$ cat src/rtl/abr_sib_pkg.sv
// abr_sib_pkg: shared types and constants for the SampleInBall controller.
//   SIB_SAMPLE_W : bits per rejection sample (one SHAKE256 byte)
//   N / IDX_W    : challenge polynomial length and its index width
//   SIGN_W       : number of sign bits captured ahead of the samples
//   sib_state_e  : controller FSM states
//   sib_swap_t   : one swap command {i, j, sign} for the polynomial writer
package abr_sib_pkg;

  localparam int SIB_SAMPLE_W = 8;
  localparam int N            = 256;
  localparam int IDX_W        = 8;
  localparam int SIGN_W       = 64;

  typedef enum logic [1:0] {
    SIB_IDLE   = 2'd0,
    SIB_SIGN   = 2'd1,
    SIB_SAMPLE = 2'd2,
    SIB_DONE   = 2'd3
  } sib_state_e;

  typedef struct packed {
    logic [IDX_W-1:0] i;
    logic [IDX_W-1:0] j;
    logic             sign;
  } sib_swap_t;

endpackage

$ cat src/rtl/sample_in_ball.sv
// sample_in_ball: single-sample rejection comparator.
//   valid_i     : sample present
//   data_i      : candidate index j (one SHAKE byte)
//   rej_value_i : current destination index i
//   pass_o      : sample accepted (valid and j <= i, unsigned)
module sample_in_ball
  import abr_sib_pkg::*;
(
  input  logic                    valid_i,
  input  logic [SIB_SAMPLE_W-1:0] data_i,
  input  logic [IDX_W-1:0]        rej_value_i,
  output logic                    pass_o
);

  assign pass_o = valid_i & (data_i <= rej_value_i);

endmodule

$ cat src/rtl/sib_lane_buffer.sv
// sib_lane_buffer: holds one SHAKE word and walks its byte lanes in order.
//   clk, rst : clock, asynchronous active-high reset
//   clear    : synchronous flush (buffer becomes empty)
//   load     : capture word_i, pointer to lane 0
//   word_i   : incoming word, lane 0 in the low byte
//   consume  : current lane is done; advance or empty after the last lane
//   full_o   : a lane is available
//   last_o   : current lane is the last lane of the word
//   lane_o   : current lane byte
module sib_lane_buffer
  import abr_sib_pkg::*;
#(
  parameter int NUM_SAMPLES = 4
) (
  input  logic                                clk,
  input  logic                                rst,
  input  logic                                clear,
  input  logic                                load,
  input  logic [NUM_SAMPLES*SIB_SAMPLE_W-1:0] word_i,
  input  logic                                consume,
  output logic                                full_o,
  output logic                                last_o,
  output logic [SIB_SAMPLE_W-1:0]             lane_o
);

  localparam int WORD_W = NUM_SAMPLES * SIB_SAMPLE_W;
  localparam int PTR_W  = (NUM_SAMPLES > 1) ? $clog2(NUM_SAMPLES) : 1;

  logic [WORD_W-1:0] word_q;
  logic [PTR_W-1:0]  ptr_q;
  logic              full_q;

  assign full_o = full_q;
  assign last_o = full_q & (ptr_q == PTR_W'(NUM_SAMPLES - 1));
  assign lane_o = word_q[ptr_q*SIB_SAMPLE_W +: SIB_SAMPLE_W];

  // load wins over consume: the owner only loads when the buffer is empty
  // or its last lane is being consumed in the same cycle.
  always_ff @(posedge clk or posedge rst) begin
    if (rst) begin
      word_q <= '0;
      ptr_q  <= '0;
      full_q <= 1'b0;
    end else if (clear) begin
      word_q <= '0;
      ptr_q  <= '0;
      full_q <= 1'b0;
    end else if (load) begin
      word_q <= word_i;
      ptr_q  <= '0;
      full_q <= 1'b1;
    end else if (consume && full_q) begin
      if (last_o) begin
        full_q <= 1'b0;
        ptr_q  <= '0;
      end else begin
        ptr_q <= ptr_q + PTR_W'(1);
      end
    end
  end

endmodule

$ cat src/rtl/sample_in_ball_ctrl.sv
// sample_in_ball_ctrl: sequential SampleInBall controller for ML-DSA.
// Captures 64 sign bits from the SHAKE256 stream, then rejection-samples
// j <= i for i = N-TAU .. N-1 and issues one swap command per accepted sample.
//   clk, rst      : clock, asynchronous active-high reset
//   zeroize       : synchronous clear of all state and outputs
//   start_i       : begin an operation (ignored while busy)
//   data_valid_i / data_i / data_ready_o : SHAKE word stream, lane 0 = low byte
//   swap_valid_o / swap_i_o / swap_j_o / swap_sign_o / swap_ready_i :
//                   registered single-entry swap command slot
//   busy_o        : operation in progress
//   done_o        : one-cycle pulse after the final swap is accepted
// Handshakes: a transfer happens on a rising edge where valid and ready are
// both high; once raised, valid and its payload stay stable until that edge.
module sample_in_ball_ctrl
  import abr_sib_pkg::*;
#(
  parameter int NUM_SAMPLES = 4,
  parameter int TAU         = 60
) (
  input  logic                                clk,
  input  logic                                rst,
  input  logic                                zeroize,
  input  logic                                start_i,
  input  logic                                data_valid_i,
  input  logic [NUM_SAMPLES*SIB_SAMPLE_W-1:0] data_i,
  output logic                                data_ready_o,
  output logic                                swap_valid_o,
  output logic [IDX_W-1:0]                    swap_i_o,
  output logic [IDX_W-1:0]                    swap_j_o,
  output logic                                swap_sign_o,
  input  logic                                swap_ready_i,
  output logic                                busy_o,
  output logic                                done_o
);

  localparam int WORD_W     = NUM_SAMPLES * SIB_SAMPLE_W;
  localparam int SIGN_WORDS = SIGN_W / WORD_W;
  localparam logic [IDX_W-1:0] I_START = IDX_W'(N - TAU);
  localparam logic [IDX_W-1:0] I_LAST  = IDX_W'(N - 1);

  sib_state_e        state_q;
  logic [IDX_W-1:0]  i_q;
  logic [3:0]        sign_cnt_q;
  logic [SIGN_W-1:0] sign_q;
  sib_swap_t         swap_q;
  logic              swap_valid_q;
  logic              busy_q;
  logic              done_q;
  // Set once the i = N-1 swap sits in the slot; freezes lane evaluation.
  logic              final_q;

  logic                    lane_valid;
  logic                    lane_last;
  logic [SIB_SAMPLE_W-1:0] lane_data;
  logic                    in_sample;
  logic                    eval;
  logic                    pass;
  logic                    slot_free;
  logic                    consume;
  logic                    final_pass;
  logic                    swap_hs;
  logic                    final_hs;
  logic                    buf_load;
  logic                    buf_clear;
  logic [5:0]              sign_idx;

  assign in_sample  = (state_q == SIB_SAMPLE);
  assign eval       = in_sample & lane_valid & ~final_q;
  assign slot_free  = ~swap_valid_q | swap_ready_i;
  // A passing lane waits for the slot; a rejected lane is always dropped.
  assign consume    = eval & (~pass | slot_free);
  assign final_pass = pass & (i_q == I_LAST);
  assign swap_hs    = swap_valid_q & swap_ready_i;
  assign final_hs   = swap_hs & final_q;
  assign sign_idx   = 6'(i_q - I_START);

  // Refill in the same cycle the last lane leaves, so words stream without a
  // bubble; never refill behind the final accepted sample.
  assign data_ready_o = (state_q == SIB_SIGN) |
                        (in_sample & ~final_q &
                         (~lane_valid | (lane_last & consume & ~final_pass)));

  assign buf_load  = in_sample & data_valid_i & data_ready_o;
  assign buf_clear = zeroize | final_hs;

  sib_lane_buffer #(
    .NUM_SAMPLES (NUM_SAMPLES)
  ) u_lane_buffer (
    .clk     (clk),
    .rst     (rst),
    .clear   (buf_clear),
    .load    (buf_load),
    .word_i  (data_i),
    .consume (consume),
    .full_o  (lane_valid),
    .last_o  (lane_last),
    .lane_o  (lane_data)
  );

  sample_in_ball u_cmp (
    .valid_i     (eval),
    .data_i      (lane_data),
    .rej_value_i (i_q),
    .pass_o      (pass)
  );

  always_ff @(posedge clk or posedge rst) begin
    if (rst) begin
      state_q      <= SIB_IDLE;
      i_q          <= '0;
      sign_cnt_q   <= '0;
      sign_q       <= '0;
      swap_q       <= '0;
      swap_valid_q <= 1'b0;
      busy_q       <= 1'b0;
      done_q       <= 1'b0;
      final_q      <= 1'b0;
    end else if (zeroize) begin
      state_q      <= SIB_IDLE;
      i_q          <= '0;
      sign_cnt_q   <= '0;
      sign_q       <= '0;
      swap_q       <= '0;
      swap_valid_q <= 1'b0;
      busy_q       <= 1'b0;
      done_q       <= 1'b0;
      final_q      <= 1'b0;
    end else begin
      case (state_q)
        SIB_IDLE: begin
          if (start_i) begin
            state_q    <= SIB_SIGN;
            i_q        <= I_START;
            sign_cnt_q <= '0;
            busy_q     <= 1'b1;
          end
        end
        SIB_SIGN: begin
          if (data_valid_i) begin
            sign_q[sign_cnt_q*WORD_W +: WORD_W] <= data_i;
            sign_cnt_q <= sign_cnt_q + 4'd1;
            if (sign_cnt_q == 4'(SIGN_WORDS - 1)) begin
              state_q <= SIB_SAMPLE;
            end
          end
        end
        SIB_SAMPLE: begin
          if (final_hs) begin
            state_q      <= SIB_DONE;
            done_q       <= 1'b1;
            swap_valid_q <= 1'b0;
            final_q      <= 1'b0;
          end else if (consume && pass) begin
            swap_valid_q <= 1'b1;
            swap_q.i     <= i_q;
            swap_q.j     <= lane_data;
            swap_q.sign  <= sign_q[sign_idx];
            // i stops at N-1; the pending final swap ends the operation.
            if (final_pass) begin
              final_q <= 1'b1;
            end else begin
              i_q <= i_q + IDX_W'(1);
            end
          end else if (swap_ready_i) begin
            swap_valid_q <= 1'b0;
          end
        end
        SIB_DONE: begin
          state_q <= SIB_IDLE;
          done_q  <= 1'b0;
          busy_q  <= 1'b0;
        end
        default: state_q <= SIB_IDLE;
      endcase
    end
  end

  assign swap_valid_o = swap_valid_q;
  assign swap_i_o     = swap_q.i;
  assign swap_j_o     = swap_q.j;
  assign swap_sign_o  = swap_q.sign;
  assign busy_o       = busy_q;
  assign done_o       = done_q;

endmodule

$ cat config.mk
export PLATFORM = sky130hd
export DESIGN_NAME = sample_in_ball_ctrl
export DESIGN_NICKNAME = d
export VERILOG_FILES = /design/src/rtl/abr_sib_pkg.sv /design/src/rtl/sample_in_ball.sv /design/src/rtl/sib_lane_buffer.sv /design/src/rtl/sample_in_ball_ctrl.sv
export SDC_FILE = /design/constraint.sdc
export NUM_CORES = 1
export LEC_CHECK = 0
export ABC_AREA = 1
export CAP_MARGIN = 20
export CORE_ASPECT_RATIO = 1.5
export CORE_MARGIN = 5
export CORE_UTILIZATION = 53
export CTS_CLUSTER_SIZE = 14
export DETAILED_ROUTE_END_ITERATION = 16
export HOLD_SLACK_MARGIN = 0.1
export PLACE_DENSITY = 0.79
export SLEW_MARGIN = 20
export SYNTH_ARGS = -nofsm -noshare
export SYNTH_HDL_FRONTEND = slang
export SYNTH_SLANG_ARGS = --single-unit
$ cat constraint.sdc
create_clock -name clk -period 4.4 [get_ports clk]
set_input_delay 0.88 -clock clk [delete_from_list [all_inputs] [get_ports clk]]
set_output_delay 0.88 -clock clk [all_outputs]
set_load 0.05 [all_outputs]
======== After elaboration in Yosys (flattened, before gate mapping) ========
Cells that the tools add are included.
operators by class
  add/sub/neg operators ................... 5
  $mul .................................... 0
  divide/modulo/power cells ............... 0
  $lt $le $gt $ge ......................... 2
  equality and inequality tests ........... 14
  shift operators ......................... 3
  muxes and demuxes ....................... 52
  bitwise logic cells ..................... 24
  reduce and logical (&&, ||, !) cells .... 27
operator list
  operator                                                                   number
  64-bit 2-to-1 mux                                                          3
  17-bit 2-to-1 mux                                                          4
  64-bit bitwise mux                                                         1
  32-bit 2-to-1 mux                                                          2
  32-bit by 34-bit variable shift with 64-bit output (first input constant)  1
  32-bit by 34-bit variable part select with 64-bit output                   1
  8-bit 2-to-1 mux                                                           5
  9-bit negation with 34-bit output                                          1
  32-bit by 6-bit variable part select with 8-bit output                     1
  3-bit nonzero test                                                         8
  1-bit 2-to-1 mux                                                           19
  2-bit 2-to-1 mux                                                           9
  8-bit case mux with 2 select lines                                         1
  1-bit bitwise AND                                                          14
  4-bit 2-to-1 mux                                                           3
  3-bit != test (second input constant)                                      4
  2-bit AND reduction                                                        5
  2-bit nonzero test                                                         5
  3-bit by 2-bit != test with 1-bit output (second input constant)           3
  3-bit AND reduction                                                        3
  8-bit by 1-bit adder with 8-bit output (second input constant)             1
  8-bit equality test (second input constant)                                1
  8-bit less-or-equal comparator                                             1
  2-bit case mux with 4 select lines                                         1
  18 further kinds                                                           30
word-level totals
  register bits ........................... 134
  bits in latches ......................... 0
  memory bits (writable) .................. 0
  ROM bits ................................ 0
  bits of input ports ..................... 38
  output and inout bits ................... 21
  word-level logic and storage cells ...... 141
  memories ................................ 0

======== Longest topological paths before layout ========
Gate-level depths: netlist (run 1).
  word-level depth ........................ 15
  gate-level depth with buffers ........... 23
  mapped depth without buffers ............ 20

======== Cells and area by module ========
From an unflattened synthesis (run 1), not the netlist that was laid out.
second synthesis, totals
  cell total of the unflattened synthesis .. 948
  area total of the unflattened synthesis .. 7379.6 sq um
by module, submodules not included
  module               instances  cells each  area each (sq um)  sequential area each (sq um)
  sample_in_ball_ctrl  1          666         5295.1             2477.4
  sib_lane_buffer      1          245         1863.0             875.8
  sample_in_ball       1          37          221.5              0.0

======== Least setup slack after synthesis (run 1) ========
Ideal clock, no wire load.
  kind .................................... register to output
  from .................................... reg u_lane_buffer.ptr_q[0]
  to ...................................... out data_ready_o
  data arrival time ....................... 2.469 ns
  required time ........................... 3.520 ns
  path slack .............................. 1.051 ns
  stages on the path, launching flop included .. 21
  buffers on the path ..................... 3
  path through ............................ dfrtp_1 -> clkbuf_1 -> inv_1 -> clkbuf_1 -> nand2_1 -> a32o_1 -> ha_1 -> inv_1 -> nand2_1 -> nand2_1 -> nand2_1 -> nand2_1 -> nand2_1 -> nand2_1 -> nand2_1 -> nand2_1 -> nand3_1 -> nand2_1 -> nand2_1 -> nand2_2 -> buf_2
between the ends
  cells in the longest elaborated chain, start to end .. 11
  elaborated cells on any way between the ends .. 15
  classes of those cells .................. order compare: 1; eq/ne: 1; shift: 1; bitwise: 12
RTL lines
  what                                                    line                       RTL
  from (decl)                                             sib_lane_buffer.sv:30      logic [PTR_W-1:0] ptr_q;
  from (signal assigned)                                  sib_lane_buffer.sv:57      ptr_q <= ptr_q + PTR_W'(1);
  32-bit by 6-bit variable part select with 8-bit output  sib_lane_buffer.sv:35      assign lane_o = word_q[ptr_q*SIB_SAMPLE_W +: SIB_SAMPLE_W];
  8-bit less-or-equal comparator                          sample_in_ball.sv:15       assign pass_o = valid_i & (data_i <= rej_value_i);
  1-bit bitwise AND                                       sample_in_ball.sv:15
  1-bit NOT                                               sample_in_ball_ctrl.sv:71  assign consume = eval & (~pass | slot_free);
  1-bit OR                                                sample_in_ball_ctrl.sv:71
  1-bit bitwise AND                                       sample_in_ball_ctrl.sv:71
  1-bit bitwise AND                                       sample_in_ball_ctrl.sv:81  (~lane_valid | (lane_last & consume & ~final_pass)));
  1-bit bitwise AND *                                     sample_in_ball_ctrl.sv:81
  1-bit OR *                                              sample_in_ball_ctrl.sv:81
  1-bit bitwise AND *                                     sample_in_ball_ctrl.sv:80  (in_sample & ~final_q &
  1-bit OR *                                              sample_in_ball_ctrl.sv:79  assign data_ready_o = (state_q == SIB_SIGN) |
  to (decl)                                               sample_in_ball_ctrl.sv:26  output logic data_ready_o,
Every way passes the cells marked *; elsewhere a longest branch is shown, timed or not.

======== Worst setup path after layout (run 1) ========
Ends and elaborated chain as after synthesis.

==> results of run 1 <==
## cell usage after synthesis (all sizes together)
master  instances  area share
a211oi          1      0.0018
o21ai         113       0.081
ha             20       0.036
a32o            1      0.0014
xnor2           2      0.0036
xor2            3      0.0037
o31ai           2      0.0021
nand2         144       0.078
nor2          114       0.061
nor3            9      0.0087
o22ai           9      0.0080
mux2            6       0.013
a21oi          39       0.028
nand3         105       0.075
clkinv          1     0.00053
dfrtp         134        0.48
a21o            1      0.0011
inv            64       0.034
clkbuf         36       0.019
a221oi          1      0.0012
a31oi           1     0.00089
buf            19       0.017
o211ai          8      0.0085
o221ai          5      0.0062
nand4          36       0.033
## metrics by stage
stage	total power [mW]	area, sq um	hold WS, ps	instances
after floorplan	2.679	7033	443.8	874
after global routing	4.970	8315	504.7	1076
final	4.717	8315	474.1	1076
after global placement	3.081	7657	458.6	1045
after CTS	4.711	8315	482.8	1076
after detailed placement	3.113	7657	467.9	1045
## metal layers
layer | vias up | part of all wire | GRT usage | routed length (microns)
met1 | 3084 | 0.39 | 0.3053 | 7576
met5 | - | 0 | 0 | 0
met2 | 265 | 0.51 | 0.4323 | 9822
met3 | 56 | 0.062 | 0.04435 | 1197
met4 | 0 | 0.035 | 0.1205 | 684
li1 | 3030 | - | - | -
## power groups by stage
| stage | Sequential [mW] | Clock (mW) | Combinational, mW |
|---|---|---|---|
| detailed placement | 1.62 | 0 | 1.49 |
| CTS | 1.60 | 1.60 | 1.51 |
| floorplan | 1.61 | 0 | 1.07 |
| global route | 1.63 | 1.65 | 1.69 |
| global placement | 1.62 | 0 | 1.46 |
| finish | 1.61 | 1.59 | 1.52 |
## logic make-up (layout without fill, tap and decap cells)
logic type	Yosys count	after routing
AO/OA/AOI/OAI	181	181
XOR/XNOR	5	5
adder cells (fa/ha/maj)	20	20
buffers and inverters	120	163
flip-flops	134	134
multiplexers	6	6
AND/OR/NAND/NOR	408	408
## critical path, stage by stage, from the launching register on
cell     delay (ps)
dfrtp_1         640
inv_1           340
o21ai_0         240
o22ai_1         130
ha_1            310
a21o_1          180
nor2_1          100
nand2_1          60
nand2_1         100
nand2_1          80
nand3_1          80
nand2_1          70
nand2_1          70
nand2_2          90
buf_12          170
## path summary, 6_finish.rpt
check                                        from                       end  slack (ps)
max                        u_lane_buffer.ptr_q[0]              data_ready_o         430
min reg2reg                             sign_q[5]                 sign_q[5]         470
min                                     sign_q[5]                 sign_q[5]         470
max in group asynchronous                     rst                sign_q[36]        2610
max reg2reg                u_lane_buffer.ptr_q[0]                    i_q[0]         780
min in group asynchronous                     rst  u_lane_buffer.word_q[14]         860
## cell type report
cell class / instances / share of cell area
Sequential cell: 134 / 0.4033
Inverter: 65 / 0.02979
Clock buffer: 17 / 0.05116
Multi-Input combinational cell: 620 / 0.3832
Clock inverter: 14 / 0.02799
Tap cell: 159 / 0.02392
Timing Repair Buffer: 67 / 0.08065
## state kept, by name, indices dropped and copies added, names as in the netlist
| name | flops |
|---|---|
| busy_o | 1 |
| done_o | 1 |
| final_q | 1 |
| i_q | 8 |
| sign_cnt_q | 4 |
| sign_q | 64 |
| state_q | 2 |
| swap_i_o | 8 |
| swap_j_o | 8 |
| swap_sign_o | 1 |
| swap_valid_o | 1 |
| u_lane_buffer.full_o | 1 |
| u_lane_buffer.ptr_q | 2 |
| u_lane_buffer.word_q | 32 |
==> results.md, run 1 <==
- Status: finished, final reports clean
- #FFs+latches synth: 134
- Area of the multi-input gates: between 3000 and 4000 sq um
- P_int: between 3 and 4 mW
- Remaining Overflow, GRT: 0
- Filler cell count in the final layout: between 1000 and 1500
- Mapped Avg Cell Area: around 8 sq um
- Number of vias in the routed layout: around 6400
- Initial DRC Count: around 500
- Final Hold Fails: 0
- Post-synthesis xor/xnor area fraction: 0.007298
- Pwr dens: between 500 and 600 nW/um^2
- WP data required: between 3000 and 4000 ps
- Switching pwr: roughly 1.7 mW
- Gate Count Post-Synth: between 800 and 900
- N_diodes: 0
- Synth-to-Final Area Change: 18.30%
- CTS clk-pin slew, worst paths: 60 ps
- Simple-Gate Fraction of Synth Area: 0.2560
- Core Region: about 13000 sq um
- Gate power share: 0.321
- Fin Clk Skew: approximately 8.1 ps
- Setup CP Type: register to primary output
- Hold Path Depth: 2
- DP HPWL: between 10 and 15 mm
- Most frequent cells in the layout: nand2_1, dfrtp_1, nor2_1
- Final net count: between 900 and 1000
- Share of layout cells above drive strength 1: 0.07306
- Setup ws final: ~430 ps
- Worst-skew pair later-pin latency: just over 400 ps
- IO buf count: between 50 and 60
- Initial antenna violation count: 0
- DP Worst Slack: ~880 ps
- DIE HEIGHT: 151.0 microns
- Root Driver: clkbuf_16
- Warnings from Yosys: 0
- Full die area: ~16000 sq um
- Critical Path Source Type: register
- VDD IR max: between 0.3 and 0.4 mV
- CTS Buffer Depth: 2
- Global-route wire length before repair: approximately 32 mm
- Via density: between 5 and 6
- Clk sinks: approximately 130
- Sw Share: 0.3637
- Mapped Area: between 7000 and 8000 sq um
- Mux share of post-synthesis cell area: 0.01282
- TritonRoute pass-1 iters: 5
- CTS tree: built
- Netlist cell types: 38
- Crit. End Element: primary output
- RePlAce Congestion: 0.9178
- F_max: between 200 and 300 MHz
- Cts bufs inserted: 17
- Syn Nets: around 930
- Routed wire length: 19.28 mm
- Total GRT Usage: 0.2508
- Part of the power in registers: 0.341
- Post-Synth Adder-Cell Area: 0.03560
- Hold buffers post-CTS: 0
- # setup viols final: 0
- Largest family of logic cells by synthesized area: simple AND/OR/NAND/NOR gates
- Compound-cell area share of the yosys netlist: 0.1401
- Site Rows: 51
- Avg WL per Cell: about 18 microns
- # IOs: 59
- Worst-path fanout max: 19
- Setup TNS: 0 ps
- Slew @ Worst Pin: between 800 and 900 ps
- Sequential cell area: around 3400 sq um
- Post-CTS setup buffer count: 0
- ANT nets after route: 0
- Final slew viol count: 0
- R2R depth: 14
- CTS resizes: 0
- Slew margin rel.: 0.4018
- Worst hold-check path type: register to register
- Tmin final: between 3000 and 4000 ps
- H-Tree Depth: 4
- Initial Util: 0.5400
- Clk pwr share: 0.337
- RSZ-0062 raised after global routing: no
- Final core utilization: 0.6388
- Vias in the first global route: roughly 6300
- Die W: ~100 microns
- Pin count of the biggest net entering global routing: about 110
- Period utilisation layout: 0.9016
- CP arrival: a little over 3000 ps
- Seq/Total Area, Yosys: 0.4770
- Post-route DRC: 0
- Most common cell after layout, fill and taps aside: nand2_1
- Max Cap Viol: 0
- P_leak: 3.973 nW
Note: power is estimated with default switching activity, not from simulation.
==> run 2: changes to the inputs <==
- CTS_CLUSTER_SIZE: 14 -> 40
==> results of run 2 <==
No change in the layout: final DEF, timing and power equal those of run 1.
==> run 3: changes to the inputs <==
- CTS_CLUSTER_SIZE: 40 -> unset
==> results of run 3 <==
No change in the layout: final DEF, timing and power equal those of run 1.
